File: src/rtl/muldiv_if.sv
// Execute/Memory-side handshake for the iterative multiply/divide unit.
// The master drives requests and HI/LO reads; the slave returns status and HI/LO.
interface muldiv_if #(
    parameter int WIDTH = 32
);
    logic             startE;
    logic [1:0]       opE;
    logic [WIDTH-1:0] srcaE;
    logic [WIDTH-1:0] srcbE;
    logic             flushE;
    logic             mfreqM;
    logic             busy;
    logic             stall;
    logic             done;
    logic [WIDTH-1:0] hi;
    logic [WIDTH-1:0] lo;

    modport master (
        output startE, opE, srcaE, srcbE, flushE, mfreqM,
        input  busy, stall, done, hi, lo
    );

    modport slave (
        input  startE, opE, srcaE, srcbE, flushE, mfreqM,
        output busy, stall, done, hi, lo
    );
endinterface

File: src/rtl/muldiv_unit.sv
// Iterative HI/LO multiply/divide unit: one shift-add or restoring shift-subtract
// step per clock, WIDTH steps per operation, with sign fix-up on the final edge.
module muldiv_unit #(
    parameter int WIDTH = 32
) (
    input  logic      clk,
    input  logic      reset,
    muldiv_if.slave   md
);
    localparam int CW = $clog2(WIDTH + 1);

    typedef enum logic {IDLE, RUN} state_t;

    state_t             state_q;
    logic [CW-1:0]      count_q;
    logic [WIDTH:0]     acc_q;      // upper product half, or partial remainder
    logic [WIDTH-1:0]   q_q;        // multiplier bits, or dividend/quotient bits
    logic [WIDTH-1:0]   b_q;        // multiplicand or divisor magnitude
    logic               is_div_q;
    logic               neg_q_q;    // negate product / quotient at the end
    logic               neg_r_q;    // negate remainder at the end
    logic               done_q;
    logic [WIDTH-1:0]   hi_q;
    logic [WIDTH-1:0]   lo_q;

    logic               sa, sb;
    logic [WIDTH-1:0]   mag_a, mag_b;
    logic [WIDTH:0]     mul_sum;
    logic [WIDTH:0]     div_sh;
    logic [WIDTH+1:0]   div_diff;
    logic [WIDTH:0]     acc_d;
    logic [WIDTH-1:0]   q_d;
    logic [2*WIDTH-1:0] prod;
    logic [2*WIDTH-1:0] prod_fix;
    logic [WIDTH-1:0]   quot_fix;
    logic [WIDTH-1:0]   rem_fix;
    logic [WIDTH-1:0]   hi_d, lo_d;
    logic               last;

    // Operand magnitudes and sign flags for the request being presented
    always_comb begin
        sa    = ~md.opE[0] & md.srcaE[WIDTH-1];
        sb    = ~md.opE[0] & md.srcbE[WIDTH-1];
        mag_a = sa ? -md.srcaE : md.srcaE;
        mag_b = sb ? -md.srcbE : md.srcbE;
    end

    always_comb begin
        mul_sum  = acc_q + (q_q[0] ? {1'b0, b_q} : '0);
        div_sh   = {acc_q[WIDTH-1:0], q_q[WIDTH-1]};
        div_diff = {1'b0, div_sh} - {2'b00, b_q};
        if (is_div_q) begin
            // A zero divisor never borrows, so the quotient fills with ones
            // and the remainder collects the whole dividend.
            if (!div_diff[WIDTH+1]) begin
                acc_d = div_diff[WIDTH:0];
                q_d   = {q_q[WIDTH-2:0], 1'b1};
            end else begin
                acc_d = div_sh;
                q_d   = {q_q[WIDTH-2:0], 1'b0};
            end
        end else begin
            acc_d = {1'b0, mul_sum[WIDTH:1]};
            q_d   = {mul_sum[0], q_q[WIDTH-1:1]};
        end
        prod     = {acc_d[WIDTH-1:0], q_d};
        prod_fix = neg_q_q ? -prod : prod;
        quot_fix = neg_q_q ? -q_d : q_d;
        rem_fix  = neg_r_q ? -acc_d[WIDTH-1:0] : acc_d[WIDTH-1:0];
        hi_d     = is_div_q ? rem_fix  : prod_fix[2*WIDTH-1:WIDTH];
        lo_d     = is_div_q ? quot_fix : prod_fix[WIDTH-1:0];
        last     = (count_q == CW'(WIDTH - 1));
    end

    always_ff @(posedge clk) begin
        if (reset) begin
            state_q  <= IDLE;
            count_q  <= '0;
            acc_q    <= '0;
            q_q      <= '0;
            b_q      <= '0;
            is_div_q <= 1'b0;
            neg_q_q  <= 1'b0;
            neg_r_q  <= 1'b0;
            done_q   <= 1'b0;
            hi_q     <= '0;
            lo_q     <= '0;
        end else begin
            done_q <= 1'b0;
            case (state_q)
                IDLE: begin
                    if (md.startE && !md.flushE) begin
                        state_q  <= RUN;
                        count_q  <= '0;
                        acc_q    <= '0;
                        q_q      <= mag_a;
                        b_q      <= mag_b;
                        is_div_q <= md.opE[1];
                        // Divide by zero keeps the raw all-ones quotient
                        neg_q_q  <= (sa ^ sb) & (~md.opE[1] | (|md.srcbE));
                        neg_r_q  <= sa;
                    end
                end
                RUN: begin
                    if (md.flushE) begin
                        state_q <= IDLE;
                    end else begin
                        acc_q   <= acc_d;
                        q_q     <= q_d;
                        count_q <= count_q + 1'b1;
                        if (last) begin
                            state_q <= IDLE;
                            hi_q    <= hi_d;
                            lo_q    <= lo_d;
                            done_q  <= 1'b1;
                        end
                    end
                end
                default: state_q <= IDLE;
            endcase
        end
    end

    assign md.busy  = (state_q == RUN);
    assign md.stall = md.busy & (md.startE | md.mfreqM);
    assign md.done  = done_q;
    assign md.hi    = hi_q;
    assign md.lo    = lo_q;
endmodule
File: src/flat_wrapper.sv
// flat-port wrapper written by rule: the top's interface ports become plain ports
module muldiv_unit_flat 
#(
    parameter int WIDTH = 32
)
  (clk, reset, md_startE, md_opE, md_srcaE, md_srcbE, md_flushE, md_mfreqM, md_busy, md_stall, md_done, md_hi, md_lo);
  muldiv_if #(.WIDTH(WIDTH)) md_i ();
  input  logic clk;
  input  logic reset;
  input wire logic [$bits(md_i.startE)-1:0] md_startE;
  input wire logic [$bits(md_i.opE)-1:0] md_opE;
  input wire logic [$bits(md_i.srcaE)-1:0] md_srcaE;
  input wire logic [$bits(md_i.srcbE)-1:0] md_srcbE;
  input wire logic [$bits(md_i.flushE)-1:0] md_flushE;
  input wire logic [$bits(md_i.mfreqM)-1:0] md_mfreqM;
  output wire logic [$bits(md_i.busy)-1:0] md_busy;
  output wire logic [$bits(md_i.stall)-1:0] md_stall;
  output wire logic [$bits(md_i.done)-1:0] md_done;
  output wire logic [$bits(md_i.hi)-1:0] md_hi;
  output wire logic [$bits(md_i.lo)-1:0] md_lo;
  assign md_i.startE = md_startE;
  assign md_i.opE = md_opE;
  assign md_i.srcaE = md_srcaE;
  assign md_i.srcbE = md_srcbE;
  assign md_i.flushE = md_flushE;
  assign md_i.mfreqM = md_mfreqM;
  assign md_busy = md_i.busy;
  assign md_stall = md_i.stall;
  assign md_done = md_i.done;
  assign md_hi = md_i.hi;
  assign md_lo = md_i.lo;
  muldiv_unit #(.WIDTH(WIDTH)) u_core (.clk(clk), .reset(reset), .md(md_i));
endmodule
File: config.mk
export PLATFORM = sky130hd
export DESIGN_NAME = muldiv_unit_flat
export DESIGN_NICKNAME = d
export VERILOG_FILES = /design/src/rtl/muldiv_if.sv /design/src/rtl/muldiv_unit.sv /design/src/flat_wrapper.sv
export SDC_FILE = /design/constraint.sdc
export NUM_CORES = 1
export LEC_CHECK = 0
export ABC_AREA = 1
export BUFFER_PORTS_ARGS = -buffer_cell sky130_fd_sc_hd__buf_2
export CAP_MARGIN = 20
export CORE_MARGIN = 4
export CORE_UTILIZATION = 50
export DETAILED_ROUTE_END_ITERATION = 8
export HOLD_SLACK_MARGIN = 0.05
export MAX_ROUTING_LAYER = met4
export PLACE_DENSITY = 0.7
export SLEW_MARGIN = 20
export SYNTH_ARGS = -nofsm -noshare
export SYNTH_HDL_FRONTEND = slang
export SYNTH_SLANG_ARGS = --single-unit
File: constraint.sdc
create_clock -name clk -period 4.55 [get_ports clk]
set_input_delay 0.6825 -clock clk [delete_from_list [all_inputs] [get_ports clk]]
set_output_delay 0.6825 -clock clk [all_outputs]
set_load 0.05 [all_outputs]
==> results.py <==
metrics = {
    "timing": {
        "finalHoldViolCount": 0,
        "timing.slew.headroom": 0.345,
        "hold_slack_ns": 0.478,
        "min_period_ns": 4.12,
        "fin_worst_skew_ns": 0.0153,
        "post-route-period-util": 0.904,
        "worstMarginPinSlew_ns": 0.981,
        "setup_viol": 0,
        "rsz0062_at_grt": "false",
        "setup-tns-final_ns": 0,
        "fmax_mhz": 243,
        "maxSlewViolCount": 0,
    },
    "grt": {
        "grt_pass1_wl_mm": 99.8,
        "grt_max_degree": 74,
        "track_usage": 0.362,
        "grt-ovfl-total": 0,
        "antenna_found_initial": 0,
        "grt_pass1_vias": 17693,
    },
    "clock_network": {
        "clock_sinks": 172,
        "clkTransAtPathRegs_ns": 0.08,
        "cts_root_buf": "clkbuf_16",
        "cts_inserted_buffers": 17,
        "cts.path.max_buffers": 2,
        "htreeDepth": 4,
        "postCtsHoldBufs": 0,
        "cts_setup_buffers": 0,
        "cts_tree": "built",
        "post_cts_resized": 0,
        "insertion_delay_ns": 0.47,
    },
    "setup_path": {
        "rr_startpoint": "u_core.acc_q[14]$_SDFFE_PP0P_",
        "slowest_stage": "dfxtp_1",
        "cp_max_fo": 13,
        "end_kind": "flop",
        "crit_path_start_kind": "flop",
        "r2r_slack_ns": 0.43,
        "cpPeakStageDelay_ns": 0.46,
        "cp.required_ns": 4.91,
        "reg2regPathDepth": 31,
        "reg2reg_to": "u_core.md.hi[20]$_SDFFE_PP0P_",
        "path_common_cell": "nand2_1",
        "critPathKind": "flop to flop",
        "cp.arrival_ns": 4.48,
    },
    "synth": {
        "ys_warn_count": 0,
        "syn_nets": 3016,
        "syn_avg_cell_area_um2": 5.76,
        "post_synth_inst_count": 2874,
        "synth_area_leaders": "dfxtp_1, nand2_1, inv_1",
        "synth_top_area_frac": 0.208,
        "yosysSeqAreaShare": 0.208,
        "synthArstFlopShare": 0,
        "netlist_area_um2": 16600,
        "synth_edf_count": 0,
        "yosysTopAreaCell": "dfxtp_1",
        "synth_seq_cells": 172,
        "synthDistinctLibCells": 55,
        "ys.flop_type": "dfxtp_1",
    },
    "detailed_routing": {
        "routed_wirelength_mm": 64.6,
        "drc": 0,
        "vias": 19276,
        "via_per_inst": 5.61,
        "drt_iter0_markers": 2070,
        "first_pass_iters": 6,
        "antenna_left": 0,
        "wl_per_cell_um": 18.8,
    },
    "worst_hold_path": {
        "holdPathEnd": "u_core.count_q[5]$_SDFFE_PP0P_",
        "min_path_cells": 1,
        "hold_path.class": "flop to flop",
        "worstHoldStart": "u_core.count_q[5]$_SDFFE_PP0P_",
    },
    "floorplan": {
        "die_h_um": 190,
        "initial_core_util": 0.508,
        "io_pins": 138,
        "die_w_um": 190,
        "coreArea_um2": 32600,
        "rows": 66,
        "die_area_um2": 36100,
    },
    "placed_design": {
        "gp_congestion": 1.03,
        "numPortBuffers": 137,
        "dp.cells": 3400,
        "dpl.hpwl_mm": 51.6,
    },
    "layout": {
        "syn2layout_area_growth_pct": 11.0,
        "layout.nets": 3120,
        "layout-drive-gt1-share": 0.117,
        "fillerInstances": 3414,
        "finalNonFillerCells": 3434,
    },
    "power": {
        "sequentialPowerShare": 0.352,
        "p_per_area_nw_per_um2": 248,
        "swShare": 0.402,
        "p_sw_w": 0.00183,
        "p_clk_frac": 0.342,
        "ir_worst_vdd_mv": 0.283,
        "combPwrFrac": 0.306,
        "intPower_w": 0.00272,
        "p_leak_nw": 9.67,
    },
    "status": {
        "status": "finished, final reports clean",
    },
    "job": {
        "maxCapViolations": 0,
    },
}
-- placed cells by master (no fill, tap or decap), types with 6 or more instances in the layout --
cell type  synthesis  layout
buf_2             14     137
a221oi_1          13      13
nand3b_1          24      24
o21a_1            15      15
nor2_2            29      30
a21oi_1          240     240
inv_1            389     388
dfxtp_1          172     170
buf_4              4      55
nor3_1            31      31
nand4_1           38      38
o21ai_0          181     181
nand3_1          187     187
nand2_2           21      21
or2_2             12      12
nand2_1          861     861
clkbuf_16          0      17
o211ai_1          10      10
xor2_1            57      57
nor4_1             8       8
nor2_4             7       9
o21ai_1           15      15
nor2_1           261     258
o21bai_1           6       6
a31oi_1            6       6
nand3_2           13      13
ha_1              69      69
o221ai_1           7       7
xnor2_1           34      34
inv_2             15      15
-- final cells by class --
cell class,count,area [µm²],share of cell area
flip-flops and latches,172,3450,0.188
clock buffers,17,425,0.0231
well taps,442,553,0.0301
multi-input cells,2186,11100,0.603
diodes,1,2.50,0.000136
inverters,406,1520,0.0829
repair buffers,195,1160,0.0630
clock inverters,15,188,0.0102
-- worst max-delay path by stage --
stage / slack, ns / end / cells after the start / startpoint
finish: 0.43 / u_core.md.hi[20]$_SDFFE_PP0P_ / 31 / u_core.acc_q[14]$_SDFFE_PP0P_
floorplan: 1.15 / u_core.md.hi[28]$_SDFFE_PP0P_ / 32 / u_core.b_q[11]$_SDFFE_PP0P_
global placement: 0.64 / u_core.md.hi[20]$_SDFFE_PP0P_ / 31 / u_core.b_q[12]$_SDFFE_PP0P_
detailed placement: 0.58 / u_core.md.hi[28]$_SDFFE_PP0P_ / 31 / u_core.b_q[12]$_SDFFE_PP0P_
CTS: 0.56 / u_core.md.hi[20]$_SDFFE_PP0P_ / 31 / u_core.b_q[12]$_SDFFE_PP0P_
global route: 0.06 / u_core.md.hi[20]$_SDFFE_PP0P_ / 31 / u_core.b_q[12]$_SDFFE_PP0P_
-- power groups by stage --
stage	registers, W	logic, W	clock network, W
5_1_grt	0.00161	0.00154	0.00162
6_report	0.00160	0.00139	0.00156
4_1_cts	0.00160	0.00136	0.00157
2_1_floorplan	0.00161	0.000948	0
3_5_place_dp	0.00163	0.00135	0
3_3_place_gp	0.00163	0.00135	0
-- stage by stage --
| step | total power, W | cell area, µm² | utilization | setup WS [ns] |
|---|---|---|---|---|
| 5_1_grt | 0.00476 | 18400 | 0.563 | 0.0597 |
| 3_5_place_dp | 0.00298 | 17700 | 0.544 | 0.581 |
| 2_1_floorplan | 0.00256 | 16600 | - | 1.15 |
| 3_3_place_gp | 0.00298 | 17700 | 0.544 | 0.637 |
| 6_report | 0.00455 | 18400 | 0.564 | 0.435 |
| 4_1_cts | 0.00452 | 18400 | 0.563 | 0.562 |
-- layer usage --
metal  vias to the layer above  GRT usage  share of wire
li1                       9431          -              -
met1                      8836      0.495           0.44
met2                       884      0.537           0.42
met3                       125     0.0589          0.089
met4                         0      0.144          0.043
met5                         -          -              0
-- kinds of logic (layout without fill, tap and decap cells) --
group	Yosys count	after routing	share of synthesized area
DFF	172	172	0.208
and+or+nand+nor	1509	1509	0.395
buffers and inverters	516	633	0.124
xor gates and xnor gates	91	91	0.0481
adders and majority gates	71	71	0.0546
other	0	1	0
AOI/OAI and AO/OA	515	515	0.170
-- flip-flops by register name, indices dropped and copies added, names as in the netlist --
signal and count:
u_core.acc_q 33, u_core.b_q 32, u_core.md.hi 32, u_core.md.lo 32, u_core.q_q 32, u_core.count_q 6, u_core.is_div_q 1, u_core.md.busy 1
u_core.md.done 1, u_core.neg_q_q 1, u_core.neg_r_q 1
-- Yosys cell counts (3+ instances only) --
cell type and number:
xor2_1 57, ha_1 69, a21oi_1 240, o221ai_1 7
nor3_1 31, nand2_1 861, nor2_2 29, or2_1 3
inv_1 389, o21ai_1 15, a21oi_2 4, or2_2 12
nor2_4 7, dfxtp_1 172, a221oi_1 13, nand4_1 38
buf_2 14, buf_6 11, inv_2 15, nor3_2 4
o21bai_1 6, nand3_2 13, buf_4 4, xnor2_1 34
clkbuf_1 72, o21a_1 15, o211ai_1 10, nor2_1 261
buf_1 9, o21ai_0 181, nand3b_1 24, nand2_2 21
nor4_1 8, o21ai_2 3, nand3_1 187, a31oi_1 6
-- worst max-delay path, delay by kind of cell (launching register included) --
kind | cells | cell delay (ns)
AOI/OAI and AO/OA | 3 | 0.44
adders and majority gates | 2 | 0.53
buffers and inverters | 3 | 0.23
DFF | 1 | 0.46
and+or+nand+nor | 23 | 2.37
(Power assumes the default switching activity.)
